<file path="src/rtl/debug_link_pkg.sv">
// Shared definitions for the pipeline debug link: FSM encoding and the
// byte order used by both the transmit FIFO and the receive-side loader.
package debug_link_pkg;

  typedef enum logic [1:0] {
    IDLE  = 2'b00,
    RECV  = 2'b01,
    WRITE = 2'b10,
    DONE  = 2'b11
  } state_e;

  localparam int BYTES_PER_WORD = 4;
  localparam int BYTE_IDX_W     = $clog2(BYTES_PER_WORD);
  localparam logic [BYTE_IDX_W-1:0] LAST_BYTE_IDX = BYTE_IDX_W'(BYTES_PER_WORD - 1);

  // Byte 0 on the wire is the least-significant byte of a word.
  localparam bit LSB_FIRST = 1'b1;

  function automatic int laneLsb(input logic [BYTE_IDX_W-1:0] idx);
    return LSB_FIRST ? 8 * int'(idx) : 8 * (BYTES_PER_WORD - 1 - int'(idx));
  endfunction

endpackage

</file>
<file path="src/rtl/uart_word_loader_word_packer.sv">
// Four-lane byte register that assembles a 32-bit word one byte at a time.
// A clear coinciding with a write stores into lane 0 and leaves the index at 1.
module word_packer
  import debug_link_pkg::*;
(
  input  logic                  clk,
  input  logic                  reset,
  input  logic                  wr_en_i,
  input  logic                  idx_clear_i,
  input  logic [7:0]            byte_i,
  output logic [31:0]           word_o,
  output logic [BYTE_IDX_W-1:0] byte_idx_o
);

  logic [31:0]           word_q;
  logic [BYTE_IDX_W-1:0] idx_q;
  logic [BYTE_IDX_W-1:0] wrIdx;

  always_comb begin
    wrIdx = idx_clear_i ? '0 : idx_q;
  end

  always_ff @(posedge clk) begin
    if (reset) begin
      word_q <= '0;
      idx_q  <= '0;
    end else if (wr_en_i) begin
      word_q[laneLsb(wrIdx) +: 8] <= byte_i;
      idx_q <= wrIdx + BYTE_IDX_W'(1);
    end else if (idx_clear_i) begin
      idx_q <= '0;
    end
  end

  assign word_o     = word_q;
  assign byte_idx_o = idx_q;

endmodule

</file>
<file path="src/rtl/uart_word_loader.sv">
// Loads a count-prefixed stream of UART bytes into instruction memory as
// LSB-first 32-bit words, holding the pipeline out of run until complete.
module uart_word_loader
  import debug_link_pkg::*;
#(
  parameter int ADDR_WIDTH = 8
) (
  input  logic                  clk,
  input  logic                  reset,
  input  logic [7:0]            rx_data,
  input  logic                  rx_done_tick,
  output logic                  mem_we,
  output logic [ADDR_WIDTH-1:0] mem_addr,
  output logic [31:0]           mem_wdata,
  output logic                  busy,
  output logic                  load_done,
  output logic [7:0]            words_loaded
);

  state_e                  state_q;
  logic [7:0]              remaining_q;
  logic [ADDR_WIDTH-1:0]   addr_q;
  logic [7:0]              words_q;
  logic                    we_q;
  logic                    busy_q;
  logic                    done_q;

  logic                  lastWord;
  logic                  packWe;
  logic                  packClear;
  logic                  wordFull;
  logic [31:0]           packedWord;
  logic [BYTE_IDX_W-1:0] byteIdx;

  // A tick during WRITE starts the next word unless this was the final one.
  always_comb begin
    lastWord  = (remaining_q == 8'd1);
    packWe    = rx_done_tick && ((state_q == RECV) || ((state_q == WRITE) && !lastWord));
    packClear = (state_q == IDLE) || (state_q == WRITE);
    wordFull  = rx_done_tick && (state_q == RECV) && (byteIdx == LAST_BYTE_IDX);
  end

  word_packer u_packer (
    .clk         (clk),
    .reset       (reset),
    .wr_en_i     (packWe),
    .idx_clear_i (packClear),
    .byte_i      (rx_data),
    .word_o      (packedWord),
    .byte_idx_o  (byteIdx)
  );

  always_ff @(posedge clk) begin
    if (reset) begin
      state_q     <= IDLE;
      remaining_q <= '0;
      addr_q      <= '0;
      words_q     <= '0;
      we_q        <= 1'b0;
      busy_q      <= 1'b0;
      done_q      <= 1'b0;
    end else begin
      we_q <= 1'b0;
      case (state_q)
        IDLE: begin
          if (rx_done_tick) begin
            if (rx_data == 8'd0) begin
              state_q <= DONE;
              done_q  <= 1'b1;
            end else begin
              state_q     <= RECV;
              remaining_q <= rx_data;
              addr_q      <= '0;
              busy_q      <= 1'b1;
            end
          end
        end
        RECV: begin
          if (wordFull) begin
            state_q <= WRITE;
            we_q    <= 1'b1;
          end
        end
        WRITE: begin
          addr_q      <= addr_q + ADDR_WIDTH'(1);
          remaining_q <= remaining_q - 8'd1;
          words_q     <= words_q + 8'd1;
          if (lastWord) begin
            state_q <= DONE;
            busy_q  <= 1'b0;
            done_q  <= 1'b1;
          end else begin
            state_q <= RECV;
          end
        end
        DONE: begin
        end
        default: state_q <= IDLE;
      endcase
    end
  end

  assign mem_we       = we_q;
  assign mem_addr     = addr_q;
  assign mem_wdata    = packedWord;
  assign busy         = busy_q;
  assign load_done    = done_q;
  assign words_loaded = words_q;

endmodule

</file>
<file path="config.mk">
export PLATFORM = sky130hd
export DESIGN_NAME = uart_word_loader
export DESIGN_NICKNAME = d
export VERILOG_FILES = /design/src/rtl/debug_link_pkg.sv /design/src/rtl/uart_word_loader_word_packer.sv /design/src/rtl/uart_word_loader.sv
export SDC_FILE = /design/constraint.sdc
export NUM_CORES = 1
export LEC_CHECK = 0
export ABC_AREA = 1
export CORE_MARGIN = 2
export CORE_UTILIZATION = 47
export DETAILED_ROUTE_END_ITERATION = 7
export HOLD_SLACK_MARGIN = 0.06
export MAX_ROUTING_LAYER = met4
export PLACE_DENSITY = 0.76
export RECOVER_POWER = 25
export SLEW_MARGIN = 20
export SYNTH_ARGS = -nofsm -noshare
export SYNTH_HDL_FRONTEND = slang
export SYNTH_SLANG_ARGS = --single-unit
export TNS_END_PERCENT = 100
</file>
<file path="constraint.sdc">
create_clock -name clk -period 2.1 [get_ports clk]
set_input_delay 0.21 -clock clk [delete_from_list [all_inputs] [get_ports clk]]
set_output_delay 0.21 -clock clk [all_outputs]
set_load 0.1 [all_outputs]
</file>
==> tab_implementation.tex, run 1 <==
\begin{tabular}{lr}
\hline
Metric & Value \\
\hline
\multicolumn{2}{l}{\textbf{Cells and area}} \\
Number of nets in the layout & 602 \\
Count of fill cells added during filler insertion & 652 \\
Share of post-route cells with drive strength above 1 & 16.8\% \\
Post-layout util & 61.7\% \\
Cell area after layout & 0.00424 mm\^{}2 \\
Count of antenna diodes in the layout & 0 \\
Relative area change from synthesis to final layout & 25.6\% \\
\multicolumn{2}{l}{\textbf{Route}} \\
Total Wirelength & 8.61 mm \\
Residual antenna-violating net count after detailed routing & 0 \\
Number of design-rule violations left by the first detailed-router iteration & 168 \\
Detailed-router iteration count before antenna repair & 5 \\
Vias after detailed routing & 3468 \\
DRC & 0 \\
Average wire per standard cell & 12.7 um \\
Vias per std cell & 5.10 \\
\multicolumn{2}{l}{\textbf{Critical path}} \\
Critical path arrival & 2270 ps \\
Category of the worst setup path launch point & register \\
Critical path fanouts, max & 7 \\
Critical Path RT & 2380 ps \\
Capturing point of the worst reg2reg path & u\_packer.word\_o[20]\$\_SDFFE\_PP0P\_ \\
Crit path from & state\_q[1]\$\_SDFFE\_PP0P\_ \\
Minimum setup slack among reg-to-reg paths & 110 ps \\
Beginning of the worst register-to-register path & state\_q[1]\$\_SDFFE\_PP0P\_ \\
Cells on worst reg2reg path & 15 \\
Critical setup path kind & register to register \\
Nature of the critical path endpoint & register \\
\multicolumn{2}{l}{\textbf{Die}} \\
Area enclosed by the die boundary & 0.00787 mm\^{}2 \\
IO Count & 62 \\
Core outline area & 0.00687 mm\^{}2 \\
Chip Width & 88.7 um \\
Starting utilization of the core area & 49.1\% \\
Standard-cell rows & 30 \\
Height of the chip & 88.7 um \\
\multicolumn{2}{l}{\textbf{Clocking}} \\
Number of buffers inserted for hold repair after clock tree synthesis & 0 \\
Clk\_lat worst skew & 340 ps \\
CTS tree & yes \\
Clock tree root buffer cell & sky130\_fd\_sc\_hd\_\_clkbuf\_8 \\
Clock buffer count from CTS & 9 \\
Num Clock Sinks & 63 \\
Clk slew on worst S/H paths & 70 ps \\
Clock Tree Buf Depth & 2 \\
Count of H-tree levels built during CTS & 3 \\
\multicolumn{2}{l}{\textbf{STA}} \\
Final hold slack & 469 ps \\
Slew headroom & 21.0\% \\
Final Worst Setup Slack & 111 ps \\
Crit share post-route & 94.7\% \\
Time the final worst path needs with I/O delays and setup & 1990 ps \\
Count of final setup violators & 0 \\
Worst Max-Slew Pin Slew & 1190 ps \\
Hold Violations, Final & 0 \\
Final Max Slew Viols & 0 \\
Worst clock skew on the final layout & 5.60 ps \\
Max frequency & 503 MHz \\
\multicolumn{2}{l}{\textbf{GRT}} \\
Initial antenna violation count & 0 \\
All-Layer GR Usage & 23.3\% \\
GRT Residual Overflow & 0 \\
Pin count of the biggest net entering global routing & 53 \\
First-pass GRT wire length & 13.9 mm \\
Vias in the first global route & 3087 \\
\multicolumn{2}{l}{\textbf{Yosys}} \\
Count leader, synth & sky130\_fd\_sc\_hd\_\_nand2\_1 \\
Syn\_nets & 529 \\
Count of state elements after synthesis & 63 \\
Post-synthesis cell type count & 30 \\
Post-synthesis async set-or-reset flop share & 0\% \\
Most common library cells after synthesis & 110 x sky130\_fd\_sc\_hd\_\_nand2\_1, 84 x sky130\_fd\_sc\_hd\_\_nor2\_1, 65 x sky130\_fd\_sc\_hd\_\_nand3\_1 \\
Cells after Synth & 506 \\
EDFF count, synth & 0 \\
Avg Cell Area, Syn & 6.66 um\^{}2 \\
Portion of the post-synthesis area used by sequential elements & 37.4\% \\
Post-synth design cell area & 0.00337 mm\^{}2 \\
Main area contributors after synthesis & sky130\_fd\_sc\_hd\_\_dfxtp\_1 37\%, sky130\_fd\_sc\_hd\_\_nand2\_1 12\%, sky130\_fd\_sc\_hd\_\_nand3\_1 9.6\% \\
Most area-hungry cell type in the Yosys netlist & sky130\_fd\_sc\_hd\_\_dfxtp\_1 \\
Number of synthesis warnings & 0 \\
Leading register cell type out of synthesis & sky130\_fd\_sc\_hd\_\_dfxtp\_1 \\
Area share of the leading cell type in the synthesized netlist & 37.4\% \\
\multicolumn{2}{l}{\textbf{Place}} \\
Placer congestion estimate & 0.951 \\
Place WS & -29.6 ps \\
Cell area reported after detailed placement & 0.00403 mm\^{}2 \\
Post-detailed-placement half-perimeter wirelength & 6.06 mm \\
IO Port Bufs & 61 \\
\multicolumn{2}{l}{\textbf{Pwr}} \\
Power per unit of standard cell area & 1270 mW/mm\^{}2 \\
Leakage power total & 0.00180 uW \\
Worst ir drop on vdd & 1.08 mV \\
\multicolumn{2}{l}{\textbf{Worst hold path}} \\
Beginning of the worst hold path & load\_done\$\_SDFFE\_PP0P\_ \\
Path class of the lowest-slack min-delay path & register to register \\
Worst Hold Endpoint & load\_done\$\_SDFFE\_PP0P\_ \\
Count of cells along the worst hold path & 2 \\
\multicolumn{2}{l}{\textbf{Run status}} \\
Result of the run & complete, no violations \\
\multicolumn{2}{l}{\textbf{Flow run}} \\
Max capacitance violation total & 0 \\
\hline
\end{tabular}
worst max-delay path, cell delays in order, from the launching register on:
cell and delay (ps):
sky130_fd_sc_hd__dfxtp_2 350, sky130_fd_sc_hd__inv_2 70, sky130_fd_sc_hd__ha_4 170, sky130_fd_sc_hd__inv_4 70, sky130_fd_sc_hd__nand2_4 60, sky130_fd_sc_hd__nor2_4 140
sky130_fd_sc_hd__inv_4 60, sky130_fd_sc_hd__ha_4 270, sky130_fd_sc_hd__inv_2 40, sky130_fd_sc_hd__nor2_4 120, sky130_fd_sc_hd__inv_2 70, sky130_fd_sc_hd__nor2_4 170
sky130_fd_sc_hd__nand3_2 110, sky130_fd_sc_hd__nand3_2 80, sky130_fd_sc_hd__nand2_1 50, sky130_fd_sc_hd__nor2_1 110
area by class of cell:
type                       instances  area (um^2)  area share [%]
clock buffer                      13          159            3.75
clock inverter                     3         65.1            1.54
inverter                          52          200            4.73
multi-input combinational        369         1860            43.9
sequential                        63         1260            29.8
tap                               96          120            2.84
timing repair buffer              84          567            13.4
flip-flops by register name (all words and copies together), names as in the netlist:
name and flops:
mem_we 1, busy 1, remaining_q 8, mem_addr 8
u_packer.byte_idx_o 2, load_done 1, state_q 2, u_packer.word_o 32
words_loaded 8
logic make-up (layout without fill, tap and decap cells):
family / Yosys count / count (layout) / synth area share, %
and+or+nand+nor: 286 / 286 / 36.6
AOI/OAI and AO/OA: 66 / 66 / 10.5
buffers and inverters: 74 / 152 / 9.68
xor gates and xnor gates: 5 / 5 / 1.30
adders and majority gates: 12 / 12 / 4.45
DFF: 63 / 63 / 37.4
report_power, final:
group          leakage [uW]  total (uW)  switching (uW)  internal [uW]
Combinational       0.00118        2670            1960            712
Sequential         0.000512        1540             146           1390
Clock              0.000114        1180             452            732
Total               0.00180        5390            2560           2840
per-layer routing:
metal | wire length, um | vias to the layer above | GRT usage (%)
met1 | 3960 | 1576 | 29.6
met4 | 235 | 0 | 12.3
met3 | 404 | 18 | 4.01
met5 | 0 | - | -
li1 | - | 1777 | -
met2 | 4000 | 97 | 35.4
through the flow:
| stage | instances | TNS [ps] | power, uW |
|---|---|---|---|
| finish | 680 | 0 | 5390 |
| global route | 680 | -42.7 | 5750 |
| CTS | 678 | 0 | 5370 |
| detailed placement | 662 | -99.2 | 4150 |
| global placement | 662 | 0 | 4110 |
| floorplan | 506 | 0 | 3670 |
timing repair:
action	in CTS	in global routing
setup buffers	0	2
cloned	0	0
endpoints found under the hold margin	0	0
gates resized for setup	3	17
pin swaps	1	9
setup endpoints to repair	13	32
worst max-delay path by stage:
stage,cells past startpoint,slack (ps),endpoint
finish,15,110,u_packer.word_o[20]$_SDFFE_PP0P_
global route,15,-30,u_packer.word_o[20]$_SDFFE_PP0P_
CTS,15,20,u_packer.word_o[17]$_SDFFE_PP0P_
detailed placement,14,-30,u_packer.word_o[4]$_SDFFE_PP0P_
global placement,14,40,u_packer.word_o[4]$_SDFFE_PP0P_
floorplan,15,10,u_packer.word_o[20]$_SDFFE_PP0P_
layout by cell type (no fill, tap or decap), drive strengths merged:
cell           instances
xor2                   4
clkdlybuf4s50         10
nand4                  4
nor3b                  1
clkinv                 1
nor3                  10
nor4                   2
bufinv                 2
a211oi                 1
nand3                 66
inv                   52
clkbuf                40
o21ai                 17
a31oi                  1
a21oi                 46
ha                    12
dfxtp                 63
o211ai                 1
nor2                  88
nand2                115
xnor2                  1
buf                   47
Note: power is estimated with default switching activity, not from simulation.
==> inputs of run 2 (changes only) <==
--- a/config.mk
+++ b/config.mk
@@ -7,11 +7,11 @@
 export LEC_CHECK = 0
 export ABC_AREA = 1
 export CORE_MARGIN = 2
-export CORE_UTILIZATION = 47
+export CORE_UTILIZATION = 45
 export DETAILED_ROUTE_END_ITERATION = 7
 export HOLD_SLACK_MARGIN = 0.06
 export MAX_ROUTING_LAYER = met4
-export PLACE_DENSITY = 0.76
+export PLACE_DENSITY = 0.73
 export RECOVER_POWER = 25
 export SLEW_MARGIN = 20
 export SYNTH_ARGS = -nofsm -noshare
==> run 2 against run 1 <==
Compared with the run above: critical path depth stayed put; clock skew increased by 2.2 ps; sequential share of layout area about the same; setup slack about the same; fmax hardly changed; sequential power is essentially flat; cell count up 0.74%; clock-buffer cell count unchanged; combinational power hardly changed; critical path type unchanged; critical endpoint is now u_packer.word_o[16]$_SDFFE_PP0P_.
==> tab_implementation.tex, run 2 (synthesized netlist as in run 1, its figures left out) <==
\begin{tabular}{lr}
\hline
Metric & Value \\
\hline
\multicolumn{2}{l}{\textbf{Die}} \\
Standard-cell rows & 31 \\
Area enclosed by the die boundary & 0.00820 mm\^{}2 \\
Height of the chip & 90.6 um \\
Chip Width & 90.6 um \\
Starting utilization of the core area & 46.5\% \\
IO Count & 62 \\
Core outline area & 0.00725 mm\^{}2 \\
\multicolumn{2}{l}{\textbf{Worst hold path}} \\
Worst Hold Endpoint & load\_done\$\_SDFFE\_PP0P\_ \\
Count of cells along the worst hold path & 2 \\
Beginning of the worst hold path & load\_done\$\_SDFFE\_PP0P\_ \\
Path class of the lowest-slack min-delay path & register to register \\
\multicolumn{2}{l}{\textbf{Flow run}} \\
Max capacitance violation total & 0 \\
\multicolumn{2}{l}{\textbf{GRT}} \\
GRT Residual Overflow & 0 \\
Initial antenna violation count & 0 \\
First-pass GRT wire length & 15.0 mm \\
Pin count of the biggest net entering global routing & 34 \\
All-Layer GR Usage & 22.9\% \\
Vias in the first global route & 3280 \\
\multicolumn{2}{l}{\textbf{STA}} \\
Worst clock skew on the final layout & 7.85 ps \\
Crit share post-route & 94.7\% \\
Max frequency & 503 MHz \\
Time the final worst path needs with I/O delays and setup & 1990 ps \\
Final hold slack & 477 ps \\
Final Max Slew Viols & 0 \\
Count of final setup violators & 0 \\
Slew headroom & 21.9\% \\
Hold Violations, Final & 0 \\
Sum of negative setup slack & 0 ps \\
Worst Max-Slew Pin Slew & 1180 ps \\
\multicolumn{2}{l}{\textbf{Critical path}} \\
Cells on worst reg2reg path & 15 \\
Nature of the critical path endpoint & register \\
Critical path arrival & 2270 ps \\
Critical Path RT & 2380 ps \\
Minimum setup slack among reg-to-reg paths & 110 ps \\
Critical setup path kind & register to register \\
Capturing point of the worst reg2reg path & u\_packer.word\_o[16]\$\_SDFFE\_PP0P\_ \\
Beginning of the worst register-to-register path & state\_q[1]\$\_SDFFE\_PP0P\_ \\
Critical path fanouts, max & 7 \\
Category of the worst setup path launch point & register \\
\multicolumn{2}{l}{\textbf{Pwr}} \\
Power share of the sequential group & 28.5\% \\
Comb pwr share & 49.2\% \\
Overall power of the completed layout & 5410 uW \\
Net switching component of the power & 2560 uW \\
Internal power & 2840 uW \\
Power per unit of standard cell area & 1280 mW/mm\^{}2 \\
Worst ir drop on vdd & 0.921 mV \\
Leakage power total & 0.00181 uW \\
Portion of total power attributed to the clock network & 22.3\% \\
Switching share of power & 47.4\% \\
\multicolumn{2}{l}{\textbf{Cells and area}} \\
Share of post-route cells with drive strength above 1 & 17.1\% \\
Most frequent standard cell in the layout excluding fill and tap cells & sky130\_fd\_sc\_hd\_\_nand2\_1 \\
Count of fill cells added during filler insertion & 735 \\
Max FFs per register & 32 \\
Number of nets in the layout & 604 \\
Relative area change from synthesis to final layout & 25.5\% \\
Area taken by multi-input logic gates & 0.00184 mm\^{}2 \\
Area used by sequential logic in the layout & 0.00126 mm\^{}2 \\
Most frequent cells in the layout & 109 x sky130\_fd\_sc\_hd\_\_nand2\_1, 81 x sky130\_fd\_sc\_hd\_\_nor2\_1, 62 x sky130\_fd\_sc\_hd\_\_nand3\_1 \\
Count of antenna diodes in the layout & 0 \\
Final cell count without fillers & 685 \\
\multicolumn{2}{l}{\textbf{Route}} \\
Vias per std cell & 5.06 \\
Average wire per standard cell & 13.1 um \\
Vias after detailed routing & 3469 \\
Total Wirelength & 8.96 mm \\
DRC & 0 \\
Number of design-rule violations left by the first detailed-router iteration & 216 \\
Residual antenna-violating net count after detailed routing & 0 \\
Detailed-router iteration count before antenna repair & 5 \\
\multicolumn{2}{l}{\textbf{Clocking}} \\
Clk slew on worst S/H paths & 70 ps \\
Num Clock Sinks & 63 \\
Clock tree root buffer cell & sky130\_fd\_sc\_hd\_\_clkbuf\_8 \\
Clock buffer count from CTS & 9 \\
Clock Tree Buf Depth & 2 \\
Clk\_lat worst skew & 340 ps \\
Count of H-tree levels built during CTS & 3 \\
CTS tree & yes \\
\multicolumn{2}{l}{\textbf{Run status}} \\
Result of the run & complete, no violations \\
\multicolumn{2}{l}{\textbf{Place}} \\
Placer congestion estimate & 0.938 \\
Post-detailed-placement half-perimeter wirelength & 6.37 mm \\
Placed cells & 667 \\
IO Port Bufs & 61 \\
\hline
\end{tabular}
## run 2: cell types whose count changed in the layout (fill, tap and decap cells not counted), moves of 2 or more
cell	before	now
sky130_fd_sc_hd__clkbuf_2	0	2
sky130_fd_sc_hd__nor3_1	8	10
sky130_fd_sc_hd__inv_4	2	0
sky130_fd_sc_hd__nor3_2	2	0
## run 2: per-stage QoR
step	area [um^2]	utilization (%)	setup slack (ps)
floorplan	3390	-	12.1
global placement	4050	55.8	64.5
detailed placement	4050	55.8	-14.3
CTS	4280	59.0	2.11
global route	4230	58.3	-20.0
finish	4230	58.3	111
## run 2: layout make-up
type | instances | area share (%)
clock buffers | 13 | 3.76
clock inverters | 3 | 1.54
inverters | 52 | 4.61
multi-input cells | 369 | 43.6
flip-flops and latches | 63 | 29.9
well taps | 99 | 2.93
repair buffers | 86 | 13.7
## run 2: power by group through the flow
stage               clock network, uW  logic [uW]  registers [uW]
global placement                    0        2570            1550
detailed placement                  0        2610            1560
finish                           1200        2660            1540
global route                     1270        2910            1570
floorplan                           0        1450            2220
CTS                              1230        2630            1540
## run 2: critical path: stages, from the launching register on
cell	delay (ps)
sky130_fd_sc_hd__dfxtp_2	350
sky130_fd_sc_hd__inv_2	50
sky130_fd_sc_hd__ha_2	190
sky130_fd_sc_hd__inv_2	80
sky130_fd_sc_hd__nand2_2	80
sky130_fd_sc_hd__nor2_4	120
sky130_fd_sc_hd__inv_2	70
sky130_fd_sc_hd__ha_4	270
sky130_fd_sc_hd__inv_2	40
sky130_fd_sc_hd__nor2_4	80
sky130_fd_sc_hd__inv_2	60
sky130_fd_sc_hd__nor2_4	180
sky130_fd_sc_hd__nand3_2	120
sky130_fd_sc_hd__nand3_2	80
sky130_fd_sc_hd__nand2_1	50
sky130_fd_sc_hd__nor2_1	100
## run 2: routing by layer
metal  wire [um]  up-vias  track usage (%)
met5           0        -                -
met2        4300       86             38.2
li1            -     1772                -
met1        4020     1596             27.6
met4         131        0             7.44
met3         499       15             4.92
## run 2: repair_timing
item | 4_1_cts | 5_1_grt
endpoints found under the setup margin | 8 | 32
buffers inserted | 0 | 2
resized for setup | 3 | 12
hold buffers | 0 | 0
pin swaps | 1 | 5
## run 2: how the worst max path moves through the flow
| stage | from | end |
|---|---|---|
| 5_1_grt | state_q[0]$_SDFFE_PP0P_ | u_packer.word_o[16]$_SDFFE_PP0P_ |
| 2_1_floorplan | state_q[0]$_SDFFE_PP0P_ | u_packer.word_o[20]$_SDFFE_PP0P_ |
| 6_report | state_q[1]$_SDFFE_PP0P_ | u_packer.word_o[16]$_SDFFE_PP0P_ |
| 4_1_cts | state_q[0]$_SDFFE_PP0P_ | u_packer.word_o[22]$_SDFFE_PP0P_ |
| 3_3_place_gp | state_q[0]$_SDFFE_PP0P_ | u_packer.word_o[2]$_SDFFE_PP0P_ |
| 3_5_place_dp | state_q[0]$_SDFFE_PP0P_ | u_packer.word_o[7]$_SDFFE_PP0P_ |
==> inputs of run 3 (changes only) <==
--- a/config.mk
+++ b/config.mk
@@ -6,6 +6,7 @@
 export NUM_CORES = 1
 export LEC_CHECK = 0
 export ABC_AREA = 1
+export CAP_MARGIN = 0
 export CORE_MARGIN = 2
 export CORE_UTILIZATION = 45
 export DETAILED_ROUTE_END_ITERATION = 7
==> results of run 3 <==
Final layout, timing and power as in run 2 (identical DEF).
